## src/rtl/cpu_pkg.sv

```systemverilog
// Shared core definitions: funct3 width/sign codes, major opcodes,
// LSU state encoding and the base byte-enable helper.
package cpu_pkg;

  localparam int XLEN = 64;

  // Load funct3 codes
  localparam logic [2:0] F3_LB  = 3'b000;
  localparam logic [2:0] F3_LH  = 3'b001;
  localparam logic [2:0] F3_LW  = 3'b010;
  localparam logic [2:0] F3_LD  = 3'b011;
  localparam logic [2:0] F3_LBU = 3'b100;
  localparam logic [2:0] F3_LHU = 3'b101;
  localparam logic [2:0] F3_LWU = 3'b110;

  // Store funct3 codes
  localparam logic [2:0] F3_SB  = 3'b000;
  localparam logic [2:0] F3_SH  = 3'b001;
  localparam logic [2:0] F3_SW  = 3'b010;
  localparam logic [2:0] F3_SD  = 3'b011;

  // Major opcodes
  localparam logic [6:0] OPC_LOAD  = 7'b0000011;
  localparam logic [6:0] OPC_STORE = 7'b0100011;

  // LSU state encoding
  localparam logic [1:0] ST_IDLE   = 2'd0;
  localparam logic [1:0] ST_REQ    = 2'd1;
  localparam logic [1:0] ST_WAIT_R = 2'd2;
  localparam logic [1:0] ST_RESP   = 2'd3;

  // Unshifted byte enables for an access size (funct3[1:0])
  function automatic logic [7:0] be_base(input logic [1:0] size);
    logic [7:0] be;
    case (size)
      2'd0:    be = 8'h01;
      2'd1:    be = 8'h03;
      2'd2:    be = 8'h0F;
      2'd3:    be = 8'hFF;
      default: be = 8'h00;
    endcase
    return be;
  endfunction

endpackage

```

## src/rtl/lsu_align.sv

```systemverilog
// Combinational lane alignment: byte-enable and store-data shifting,
// misalignment / illegal funct3 detection, load lane extraction and extension.
module lsu_align
  import cpu_pkg::*;
(
  input  logic [2:0]      func3,
  input  logic            is_load,
  input  logic [2:0]      offset,
  input  logic [XLEN-1:0] wdata,
  input  logic [XLEN-1:0] rdata,
  output logic [7:0]      be,
  output logic [XLEN-1:0] wdata_sh,
  output logic            misalign,
  output logic            illegal,
  output logic [XLEN-1:0] ldata
);

  logic [XLEN-1:0] lane_s;

  // Shift store-side data/enables into the addressed lanes and classify the access
  always_comb begin
    be       = be_base(func3[1:0]) << offset;
    wdata_sh = wdata << {offset, 3'b000};
    case (func3[1:0])
      2'd0:    misalign = 1'b0;
      2'd1:    misalign = offset[0];
      2'd2:    misalign = |offset[1:0];
      2'd3:    misalign = |offset;
      default: misalign = 1'b0;
    endcase
    if (is_load) begin
      illegal = (func3 == 3'b111);
    end else begin
      illegal = func3[2];
    end
  end

  // Pull the addressed lane down to bit 0 and sign/zero extend it
  always_comb begin
    lane_s = rdata >> {offset, 3'b000};
    case (func3)
      F3_LB:   ldata = {{56{lane_s[7]}},  lane_s[7:0]};
      F3_LH:   ldata = {{48{lane_s[15]}}, lane_s[15:0]};
      F3_LW:   ldata = {{32{lane_s[31]}}, lane_s[31:0]};
      F3_LD:   ldata = lane_s;
      F3_LBU:  ldata = {56'd0, lane_s[7:0]};
      F3_LHU:  ldata = {48'd0, lane_s[15:0]};
      F3_LWU:  ldata = {32'd0, lane_s[31:0]};
      default: ldata = {XLEN{1'b0}};
    endcase
  end

endmodule

```

## src/rtl/lsu.sv

```systemverilog
// Load/store unit: one outstanding data-memory access with req/gnt then
// rvalid handshake; returns extended load data or store completion.
module lsu
  import cpu_pkg::*;
(
  input  logic            clk,
  input  logic            rst_n,
  input  logic            req_valid,
  output logic            req_ready,
  input  logic            req_is_load,
  input  logic [2:0]      req_func3,
  input  logic [XLEN-1:0] req_addr,
  input  logic [XLEN-1:0] req_wdata,
  input  logic [4:0]      req_rd,
  output logic            mem_req,
  output logic            mem_we,
  output logic [XLEN-1:0] mem_addr,
  output logic [7:0]      mem_be,
  output logic [XLEN-1:0] mem_wdata,
  input  logic            mem_gnt,
  input  logic            mem_rvalid,
  input  logic [XLEN-1:0] mem_rdata,
  output logic            rsp_valid,
  output logic            rsp_we,
  output logic [4:0]      rsp_rd,
  output logic [XLEN-1:0] rsp_data,
  output logic            rsp_err
);

  logic [1:0]      state_r;
  logic            ready_r;
  logic            is_load_r;
  logic [2:0]      func3_r;
  logic [2:0]      offset_r;
  logic [4:0]      rd_r;

  logic [2:0]      al_func3_s;
  logic            al_is_load_s;
  logic [2:0]      al_offset_s;
  logic [7:0]      al_be_s;
  logic [XLEN-1:0] al_wdata_s;
  logic            al_misalign_s;
  logic            al_illegal_s;
  logic [XLEN-1:0] al_ldata_s;

  // In IDLE the aligner looks at the incoming request, otherwise at the captured one
  always_comb begin
    if (state_r == ST_IDLE) begin
      al_func3_s   = req_func3;
      al_is_load_s = req_is_load;
      al_offset_s  = req_addr[2:0];
    end else begin
      al_func3_s   = func3_r;
      al_is_load_s = is_load_r;
      al_offset_s  = offset_r;
    end
  end

  lsu_align u_align (
    .func3    (al_func3_s),
    .is_load  (al_is_load_s),
    .offset   (al_offset_s),
    .wdata    (req_wdata),
    .rdata    (mem_rdata),
    .be       (al_be_s),
    .wdata_sh (al_wdata_s),
    .misalign (al_misalign_s),
    .illegal  (al_illegal_s),
    .ldata    (al_ldata_s)
  );

  // Transaction FSM with all memory and response outputs registered
  always_ff @(posedge clk or negedge rst_n) begin
    if (!rst_n) begin
      state_r   <= ST_IDLE;
      ready_r   <= 1'b1;
      is_load_r <= 1'b0;
      func3_r   <= 3'd0;
      offset_r  <= 3'd0;
      rd_r      <= 5'd0;
      mem_req   <= 1'b0;
      mem_we    <= 1'b0;
      mem_addr  <= {XLEN{1'b0}};
      mem_be    <= 8'h00;
      mem_wdata <= {XLEN{1'b0}};
      rsp_valid <= 1'b0;
      rsp_we    <= 1'b0;
      rsp_rd    <= 5'd0;
      rsp_data  <= {XLEN{1'b0}};
      rsp_err   <= 1'b0;
    end else begin
      case (state_r)
        ST_IDLE: begin
          if (req_valid) begin
            is_load_r <= req_is_load;
            func3_r   <= req_func3;
            offset_r  <= req_addr[2:0];
            rd_r      <= req_rd;
            ready_r   <= 1'b0;
            if (al_misalign_s || al_illegal_s) begin
              // Faulting access never reaches memory
              state_r   <= ST_RESP;
              rsp_valid <= 1'b1;
              rsp_err   <= 1'b1;
              rsp_we    <= 1'b0;
              rsp_rd    <= req_is_load ? req_rd : 5'd0;
              rsp_data  <= {XLEN{1'b0}};
            end else begin
              state_r   <= ST_REQ;
              mem_req   <= 1'b1;
              mem_we    <= ~req_is_load;
              mem_addr  <= {req_addr[XLEN-1:3], 3'b000};
              mem_be    <= al_be_s;
              mem_wdata <= req_is_load ? {XLEN{1'b0}} : al_wdata_s;
            end
          end else begin
            ready_r <= 1'b1;
          end
        end
        ST_REQ: begin
          if (mem_gnt) begin
            mem_req   <= 1'b0;
            mem_we    <= 1'b0;
            mem_addr  <= {XLEN{1'b0}};
            mem_be    <= 8'h00;
            mem_wdata <= {XLEN{1'b0}};
            if (is_load_r) begin
              state_r <= ST_WAIT_R;
            end else begin
              state_r   <= ST_RESP;
              rsp_valid <= 1'b1;
              rsp_err   <= 1'b0;
              rsp_we    <= 1'b0;
              rsp_rd    <= 5'd0;
              rsp_data  <= {XLEN{1'b0}};
            end
          end else begin
            state_r <= ST_REQ;
          end
        end
        ST_WAIT_R: begin
          if (mem_rvalid) begin
            state_r   <= ST_RESP;
            rsp_valid <= 1'b1;
            rsp_err   <= 1'b0;
            rsp_we    <= (rd_r != 5'd0);
            rsp_rd    <= rd_r;
            rsp_data  <= al_ldata_s;
          end else begin
            state_r <= ST_WAIT_R;
          end
        end
        ST_RESP: begin
          state_r   <= ST_IDLE;
          ready_r   <= 1'b1;
          rsp_valid <= 1'b0;
          rsp_err   <= 1'b0;
          rsp_we    <= 1'b0;
          rsp_rd    <= 5'd0;
          rsp_data  <= {XLEN{1'b0}};
        end
        default: begin
          state_r   <= ST_IDLE;
          ready_r   <= 1'b1;
          mem_req   <= 1'b0;
          rsp_valid <= 1'b0;
        end
      endcase
    end
  end

  assign req_ready = ready_r;

endmodule

```

## config.mk

```make
export PLATFORM = sky130hd
export DESIGN_NAME = lsu
export DESIGN_NICKNAME = d
export VERILOG_FILES = /design/src/rtl/cpu_pkg.sv /design/src/rtl/lsu_align.sv /design/src/rtl/lsu.sv
export SDC_FILE = /design/constraint.sdc
export NUM_CORES = 1
export LEC_CHECK = 0
export BUFFER_PORTS_ARGS = -buffer_cell sky130_fd_sc_hd__buf_2
export CAP_MARGIN = 10
export CORE_UTILIZATION = 46
export DETAILED_ROUTE_END_ITERATION = 8
export PLACE_DENSITY_LB_ADDON = 0.3
export SLEW_MARGIN = 20
export SYNTH_ARGS = -nofsm -noshare
export SYNTH_HDL_FRONTEND = slang
export SYNTH_SLANG_ARGS = --single-unit
export TNS_END_PERCENT = 20
```

## constraint.sdc

```tcl
create_clock -name clk -period 5.33 [get_ports clk]
set_input_delay 1.066 -clock clk [delete_from_list [all_inputs] [get_ports clk]]
set_output_delay 1.066 -clock clk [all_outputs]
set_load 0.005 [all_outputs]
```

==> results of run 1 <==
==> per-stage QoR <==
stage               hold WS, ns  utilization (%)
floorplan                 0.451                -
global placement          0.453             55.3
detailed placement        0.456             55.3
CTS                       0.466             58.1
global route              0.486             58.1
finish                    0.464             58.2
==> state kept, by name, summed over array words and instances (netlist names) <==
signal / count
mem_wdata: 64
rsp_data: 64
mem_addr: 61
mem_be: 8
rd_r: 5
rsp_rd: 5
func3_r: 3
offset_r: 3
state_r: 2
is_load_r: 1
mem_req: 1
mem_we: 1
req_ready: 1
rsp_err: 1
rsp_valid: 1
rsp_we: 1
==> critical path: cells and delay by family (launching register included) <==
kind                       cells  cell delay [ns]
DFF                            1             0.41
adders and majority gates      1             0.61
AOI/OAI and AO/OA              3             1.06
and+or+nand+nor                2             0.51
muxes                          1             0.50
buffers and inverters          3             1.01
==> power groups by stage <==
stage	registers, mW	logic, mW	clock network [mW]
after floorplan	2.75	4.42	0
after global placement	2.77	6.32	0
after detailed placement	2.78	6.44	0
after CTS	2.77	6.46	1.71
after global routing	2.85	7.05	1.78
final	2.78	6.51	1.67
==> cells in the mapped netlist, types with 10 or more instances <==
cell type	n
a211oi_1	10
a21oi_1	65
a221o_1	29
a22o_1	32
a22oi_1	17
a32o_1	10
buf_1	15
buf_2	21
clkbuf_1	75
dfrtp_1	221
inv_1	17
mux2_1	102
mux2_2	14
mux2i_1	100
mux4_2	10
nand2_1	244
nand3_1	66
nor2_1	57
nor2b_1	61
nor3_1	16
o211ai_1	11
o21ai_0	23
o2bb2ai_1	15
o31ai_1	17
==> worst paths after layout <==
check	start	endpoint	slack, ns	cells past startpoint
max in group asynchronous	rst_n	rsp_data[24]$_DFFE_PN0P_	3.58	2
hold reg to reg	req_ready$_DFFE_PN1P_	req_ready$_DFFE_PN1P_	0.46	2
min in group asynchronous	rst_n	rsp_data[0]$_DFFE_PN0P_	0.62	1
hold / removal	req_ready$_DFFE_PN1P_	req_ready$_DFFE_PN1P_	0.46	2
setup / recovery	state_r[0]$_DFFE_PN0N_	rsp_data[59]$_DFFE_PN0P_	1.10	10
setup reg to reg	state_r[0]$_DFFE_PN0N_	rsp_data[59]$_DFFE_PN0P_	1.10	10
==> routing by layer <==
layer  vias up  part of all wire, %
met5         -                0.073
met4         6                  4.6
met3       117                  8.8
met2       680                   47
met1      6092                   39
li1       5595                    -
==> layout make-up <==
cell class                      instances  area share [%]
Antenna cell                            2          0.0309
Clock buffer                           37            4.63
Clock inverter                          7           0.270
Inverter                               17           0.394
Multi-Input combinational cell       1002            43.4
Sequential cell                       222            34.3
Tap cell                              378            2.92
Timing Repair Buffer                  437            14.0
==> placed cells by master (no fill, tap or decap), types with 25 or more instances in the layout <==
| cell | instances |
|---|---|
| dfrtp_1 | 221 |
| buf_2 | 412 |
| nand2_1 | 244 |
| nor2b_1 | 61 |
| nand3_1 | 66 |
| a21oi_1 | 65 |
| clkbuf_16 | 25 |
| mux2_1 | 100 |
| nor2_1 | 57 |
| a221o_1 | 29 |
| a22o_1 | 32 |
| mux2i_1 | 98 |
==> logic make-up (layout without fill, tap and decap cells) <==
kind of cell / Yosys count / count (layout) / synth area share, %
muxes: 230 / 230 / 19.9
DFF: 222 / 222 / 42.5
adders and majority gates: 4 / 4 / 0.382
buffers and inverters: 136 / 498 / 4.42
and+or+nand+nor: 480 / 480 / 16.7
other: 1 / 5 / 0.0287
AOI/OAI and AO/OA: 285 / 285 / 16.2
==> flow_metrics.tcl, run 1 <==
set metrics [dict create \
    cts_resized 0 \
    dp_slack_ns 1.22 \
    cp_cell_sequence "inv_1 > ha_2 > buf_4 > mux2i_1 > nor3_1 > nor3_2 > a41o_4 > buf_4 > a22oi_1 > a22oi_1" \
    grt_util_met2_pct 49.0 \
    placed_cell_area_sq_um 15400 \
    ff_latch_area_sq_um 5560 \
    critical_path_class "flop to flop" \
    coreArea_sq_um 27900 \
    ctsHoldBuffers 0 \
    instances_no_fill 2102 \
    grt_util_met3_pct 6.32 \
    cp_data_required_time_ns 5.76 \
    syn_inst 1358 \
    die_w_um 171 \
    p_int_mw 5.84 \
    grt_util_met1_pct 38.9 \
    cts_tree "yes" \
    clk_latency_ns 0.53 \
    hp-class "flop to flop" \
    switching_power_mw 5.11 \
    clk_pin_slew_ns 0.06 \
    synth.largest_area_cell "dfrtp_1" \
    avgSynthCellArea_sq_um 9.64 \
    slew_headroom_pct 24.1 \
    antenna_found_initial 4 \
    pwr-share-clk_pct 15.2 \
    num_rows 61 \
    overflow 0 \
    setup_violations 0 \
    finalMaxSlewViolations 0 \
    crit_path_end_kind "flop" \
    syn_to_final_growth_pct 23.8 \
    fin_total_pwr_mw 11.0 \
    syn-cell-area_sq_um 13100 \
    synth_seq_cells 222 \
    drt_iter0_markers 1292 \
    cts_sinks 222 \
    yosysWarnings 0 \
    synth_flop_cell "dfrtp_1" \
    nFillCells 2506 \
    multi_input_area_sq_um 7040 \
    grt_max_degree 115 \
    place_inst 2056 \
    port_buffers 413 \
    wl_per_cell_um 21.5 \
    routed_via_density 5.94 \
    final_antenna_net_count 0 \
    clock.fmax_ghz 0.236 \
    startpoint_type "flop" \
    nNetsFinal 1915 \
    fin_ws_ns 1.10 \
    hold_viol_final 0 \
    post-route-period-util_pct 79.4 \
    tightestPinTransition_ns 1.14 \
    fin_area_sq_um 16200 \
    grt_busiest_layer "met2" \
    cap_violations 0 \
    gr-usage-all-layers_pct 30.2 \
    switching_share_pct 46.7 \
    setup_tns_ns 0 \
    die-area_sq_um 29100 \
    post-cts-setup-buffers 0 \
    drive_gt1_share_pct 30.5 \
    htree_levels 1 \
    vdd_drop_max_mv 0.504 \
    p_seq_share_pct 25.4 \
    ioPinCount 417 \
    remaining_drc_errors 0 \
    powerDensity_nw_per_um2 676 \
    chipHeight_um 171 \
    rsz0062_at_grt "false" \
    fin_crit_ns 4.23 \
    grt_pass1_wl_mm 67.9 \
    p_leak_nw 8.20 \
    first_pass_iters 6 \
    cts_root_buffer "clkbuf_16" \
    slowest_stage "a41o_4" \
    ys_types 67 \
    clock_path_buffers 3 \
    finClkSkew_ns 0.0107 \
    combPwrFrac_pct 59.4 \
    synth_area_leaders "dfrtp_1 (42%), mux2_1 (8.8%), mux2i_1 (7.6%)" \
    worstPathArrival_ns 4.67 \
    ys_seq_area_share_pct 42.5 \
    synth-edff-count 0 \
    initial_core_util_pct 47.0 \
    async_flop_share_pct 100 \
    routabilityCongestion 0.982 \
    crit_fanout 61 \
    status "finished clean" \
    dp.final_hpwl_mm 31.7 \
    critPathMaxStageDelay_ns 0.70 \
    routed-via-count 12500 \
    cts_buffers 25 \
    grt_pass1_vias 11700 \
    wl_mm 45.1 \
    yosysTopAreaCellShare_pct 42.3 \
]
Note: power is estimated with default switching activity, not from simulation.
==> inputs of run 2 (changes only) <==
- clock period: 5.33 -> 3.9 ns (I/O delays scaled with it)
==> flow_metrics.tcl, run 2 (synthesized netlist as in run 1, its figures left out) <==
set metrics [dict create \
    status "finished clean" \
    num_rows 61 \
    rsz0062_at_grt "false" \
    nNetsFinal 1932 \
    reg_top3 "mem_wdata (64), rsp_data (64), mem_addr (61)" \
    fin_total_pwr_mw 15.5 \
    r2r_cells 11 \
    rr_startpoint "state_r[0]$_DFFE_PN0N_" \
    instances_no_fill 2123 \
    cap_violations 0 \
    slew_headroom_pct 27.4 \
    gr-usage-all-layers_pct 30.6 \
    crit_fanout 30 \
    routabilityCongestion 0.991 \
    dp.final_hpwl_mm 32.1 \
    worstPathArrival_ns 4.03 \
    die_w_um 171 \
    finClkSkew_ns 0.0143 \
    cts_buffers 26 \
    clk_pin_slew_ns 0.06 \
    fin_crit_ns 3.61 \
    grt_pass1_wl_mm 68.9 \
    grt_max_degree 116 \
    cp_data_required_time_ns 4.32 \
    wl_per_cell_um 21.2 \
    wl_mm 45.1 \
    post-route-period-util_pct 92.7 \
    port_buffers 413 \
    ff_latch_area_sq_um 5560 \
    clock_path_buffers 3 \
    htree_levels 1 \
    ff2ff_setup_slack_ns 0.29 \
    crit_start "state_r[0]$_DFFE_PN0N_" \
    cts_sinks 222 \
    finalMaxSlewViolations 0 \
    nFillCells 2405 \
    ctsHoldBuffers 0 \
    grt_pass1_vias 12000 \
    die-area_sq_um 29100 \
    hp-class "input pin to async pin" \
    coreArea_sq_um 27900 \
    clock.fmax_ghz 0.277 \
    hold_viol_final 0 \
    clk_latency_ns 0.55 \
    whs_ns 0.297 \
    overflow 0 \
    remaining_drc_errors 0 \
    routed_via_density 5.92 \
    startpoint_type "flop" \
    final_antenna_net_count 0 \
    cts_root_buffer "clkbuf_16" \
    multi_input_area_sq_um 7040 \
    syn_to_final_growth_pct 26.1 \
    p_leak_nw 8.35 \
    chipHeight_um 171 \
    ioPinCount 417 \
    drive_gt1_share_pct 31.3 \
    setup_violations 0 \
    vdd_drop_max_mv 0.631 \
    cts_tree "yes" \
    initial_core_util_pct 47.0 \
    final_cell_mix "buf_2 (412), nand2_1 (244), dfrtp_1 (221)" \
    place_inst 2072 \
    tightestPinTransition_ns 1.09 \
    r2r_end "rsp_data[24]$_DFFE_PN0P_" \
    post-cts-setup-buffers 0 \
    crit_path_end_kind "flop" \
    routed-via-count 12600 \
    final_common_cell "buf_2" \
    critical_path_class "flop to flop" \
    powerDensity_nw_per_um2 938 \
    setup_tns_ns 0 \
    drt_iter0_markers 1207 \
    first_pass_iters 6 \
    cts_resized 0 \
    crit_path_end "rsp_data[24]$_DFFE_PN0P_" \
    antenna_found_initial 10 \
]
## run 2: cell count changes in the layout (fill, tap and decap cells not counted), sizes merged
cell / delta
clkinv: +3
buf: +16
clkinvlp: -1
bufinv: +2
clkbuf: -1
diode: +2
## run 2: worst max-delay path, cell delays in order, from the launching register on
cell and delay [ns]:
dfrtp_1 0.42, inv_1 0.11, ha_2 0.61, buf_4 0.28
mux2_4 0.34, mux4_2 0.43, or2_1 0.30, a22oi_4 0.21
buf_4 0.23, nor4_4 0.06, buf_4 0.20, a221o_1 0.28
## run 2: how the worst min path moves through the flow
stage                                startpoint  slack [ns]                       end
final                                     rst_n        0.30     rsp_rd[0]$_DFFE_PN0P_
after global routing                      rst_n        0.39     rsp_rd[0]$_DFFE_PN0P_
after CTS                                 rst_n        0.34  rsp_data[56]$_DFFE_PN0P_
after detailed placement  req_ready$_DFFE_PN1P_        0.46     req_ready$_DFFE_PN1P_
after global placement    req_ready$_DFFE_PN1P_        0.46     req_ready$_DFFE_PN1P_
after floorplan           req_ready$_DFFE_PN1P_        0.45     req_ready$_DFFE_PN1P_
## run 2: routing by layer
metal / track usage [%] / vias up / wire [um]
met5: 0 / - / 69
met4: 13.9 / 10 / 1960
met3: 6.43 / 131 / 4020
met2: 50.2 / 694 / 21700
met1: 38.7 / 6086 / 17300
li1: - / 5641 / -
## run 2: layout make-up
cell class,count,area share [%]
Timing Repair Buffer,453,15.1
Multi-Input combinational cell,1002,42.7
Clock buffer,36,4.53
Sequential cell,222,33.7
Tap cell,378,2.87
Clock inverter,11,0.743
Antenna cell,4,0.0607
Inverter,17,0.387
## run 2: stage by stage
| step | cell area, sq um | worst slack [ns] | utilization, % |
|---|---|---|---|
| 6_report | 16500 | 0.286 | 59.2 |
| 3_5_place_dp | 15600 | 0.332 | 56.1 |
| 4_1_cts | 16500 | 0.303 | 59.2 |
| 3_3_place_gp | 15600 | 0.447 | 56.1 |
| 5_1_grt | 16500 | 0.116 | 59.2 |
| 2_1_floorplan | 13100 | 0.879 | - |
## run 2: power breakdown
part / internal [mW] / switching (mW)
sequential: 3.22 / 0.583
combinational: 3.69 / 5.50
clock: 1.47 / 1.02
==> inputs of run 3 (changes only) <==
- CTS_BUF_LIST: default -> sky130_fd_sc_hd__clkbuf_16
==> flow_metrics.tcl, run 3 (synthesized netlist as in run 1, its figures left out) <==
set metrics [dict create \
    hold_viol_final 0 \
    cts_resized 0 \
    drive_gt1_share_pct 31.0 \
    clk_pin_slew_ns 0.06 \
    port_buffers 413 \
    vdd_drop_max_mv 0.629 \
    finalMaxSlewViolations 0 \
    startpoint_type "flop" \
    antenna_found_initial 10 \
    gr-usage-all-layers_pct 30.6 \
    drt_iter0_markers 1175 \
    post-route-util_pct 59.0 \
    critical_path_class "flop to flop" \
    dp.final_hpwl_mm 32.1 \
    routed-via-count 12500 \
    remaining_drc_errors 0 \
    setup_tns_ns 0 \
    cap_violations 0 \
    htree_levels 1 \
    p_leak_nw 8.33 \
    cts_buffers 26 \
    grt_pass1_vias 12000 \
    chipHeight_um 171 \
    slew_headroom_pct 26.4 \
    wl_per_cell_um 21.2 \
    overflow 0 \
    num_rows 61 \
    cts_root_buffer "clkbuf_16" \
    grt_pass1_wl_mm 68.8 \
    worstPathArrival_ns 4.03 \
    crit_path_end_kind "flop" \
    post-route-period-util_pct 92.7 \
    final_antenna_net_count 0 \
    routabilityCongestion 0.991 \
    ctsHoldBuffers 0 \
    initial_core_util_pct 47.0 \
    finClkSkew_ns 0.0147 \
    final_cell_mix "buf_2 (412), nand2_1 (244), dfrtp_1 (221)" \
    syn_to_final_growth_pct 25.6 \
    cts_sinks 222 \
    post-cts-setup-buffers 0 \
    grt_max_degree 116 \
    cp_data_required_time_ns 4.32 \
    nNetsFinal 1932 \
    nFillCells 2413 \
    routed_via_density 5.90 \
    coreArea_sq_um 27900 \
    first_pass_iters 5 \
    reg_top3 "mem_wdata (64), rsp_data (64), mem_addr (61)" \
    crit_fanout 30 \
    hp-class "input pin to async pin" \
    fin_crit_ns 3.61 \
    powerDensity_nw_per_um2 933 \
    clk_latency_ns 0.55 \
    die-area_sq_um 29100 \
    ioPinCount 417 \
    status "finished clean" \
    setup_violations 0 \
    cts_tree "yes" \
    final_common_cell "buf_2" \
    rsz0062_at_grt "false" \
    clock_path_buffers 3 \
    clock.fmax_ghz 0.277 \
    wl_mm 45.0 \
    die_w_um 171 \
    tightestPinTransition_ns 1.10 \
]
## run 3: cell types whose count changed in the layout (fill, tap and decap cells not counted), sizes merged
cell and change:
clkinv +6, inv +4, clkbuf -10
## run 3: path summary, 6_finish.rpt
| check | end | start | slack, ns | cells after the start |
|---|---|---|---|---|
| setup / recovery | rsp_data[24]$_DFFE_PN0P_ | state_r[0]$_DFFE_PN0N_ | 0.29 | 11 |
| hold / removal | rsp_rd[0]$_DFFE_PN0P_ | rst_n | 0.31 | 1 |
| setup reg to reg | rsp_data[24]$_DFFE_PN0P_ | state_r[0]$_DFFE_PN0N_ | 0.29 | 11 |
| hold reg to reg | req_ready$_DFFE_PN1P_ | req_ready$_DFFE_PN1P_ | 0.46 | 2 |
| max in group asynchronous | mem_wdata[39]$_DFFE_PN0P_ | rst_n | 2.65 | 2 |
| min in group clk | req_ready$_DFFE_PN1P_ | req_ready$_DFFE_PN1P_ | 0.46 | 2 |
## run 3: metrics by stage
stage / total power, mW / std cells / cell area [sq um] / hold slack, ns / worst slack, ns
floorplan: 9.79 / 1360 / 13100 / 0.451 / 0.879
global placement: 12.7 / 2072 / 15600 / 0.457 / 0.447
detailed placement: 12.9 / 2072 / 15600 / 0.456 / 0.332
CTS: 15.3 / 2119 / 16400 / 0.340 / 0.306
global route: 16.4 / 2123 / 16400 / 0.388 / 0.117
finish: 15.3 / 2123 / 16400 / 0.306 / 0.285
## run 3: final cells by class
class | count | area [sq um] | area share (%)
inverter | 17 | 63.8 | 0.388
tap | 378 | 473 | 2.88
timing repair buffer | 453 | 2490 | 15.1
sequential | 222 | 5560 | 33.8
clock buffer | 26 | 651 | 3.96
clock inverter | 21 | 160 | 0.974
antenna | 4 | 10.0 | 0.0609
multi-input combinational | 1002 | 7040 | 42.8
## run 3: worst max-delay path: stages (launching register included)
cell and delay [ns]:
dfrtp_1 0.42, inv_1 0.11, ha_2 0.61, buf_4 0.28, mux2_4 0.34, mux4_2 0.43
or2_1 0.30, a22oi_4 0.21, buf_4 0.23, nor4_4 0.06, buf_4 0.20, a221o_1 0.28
## run 3: routing by layer
metal  routed length [um]  vias up  track usage, %
met5                   71        -               0
met4                 2030       10            13.8
met3                 4050      138            6.41
met2                21500      706            50.1
met1                17400     6034            38.8
li1                     -     5648               -
## run 3: where the power goes
group	internal (mW)	switching [mW]	total, mW
clock network	1.34	1.02	2.36
registers	3.22	0.583	3.80
logic	3.69	5.50	9.18
total	8.25	7.09	15.3
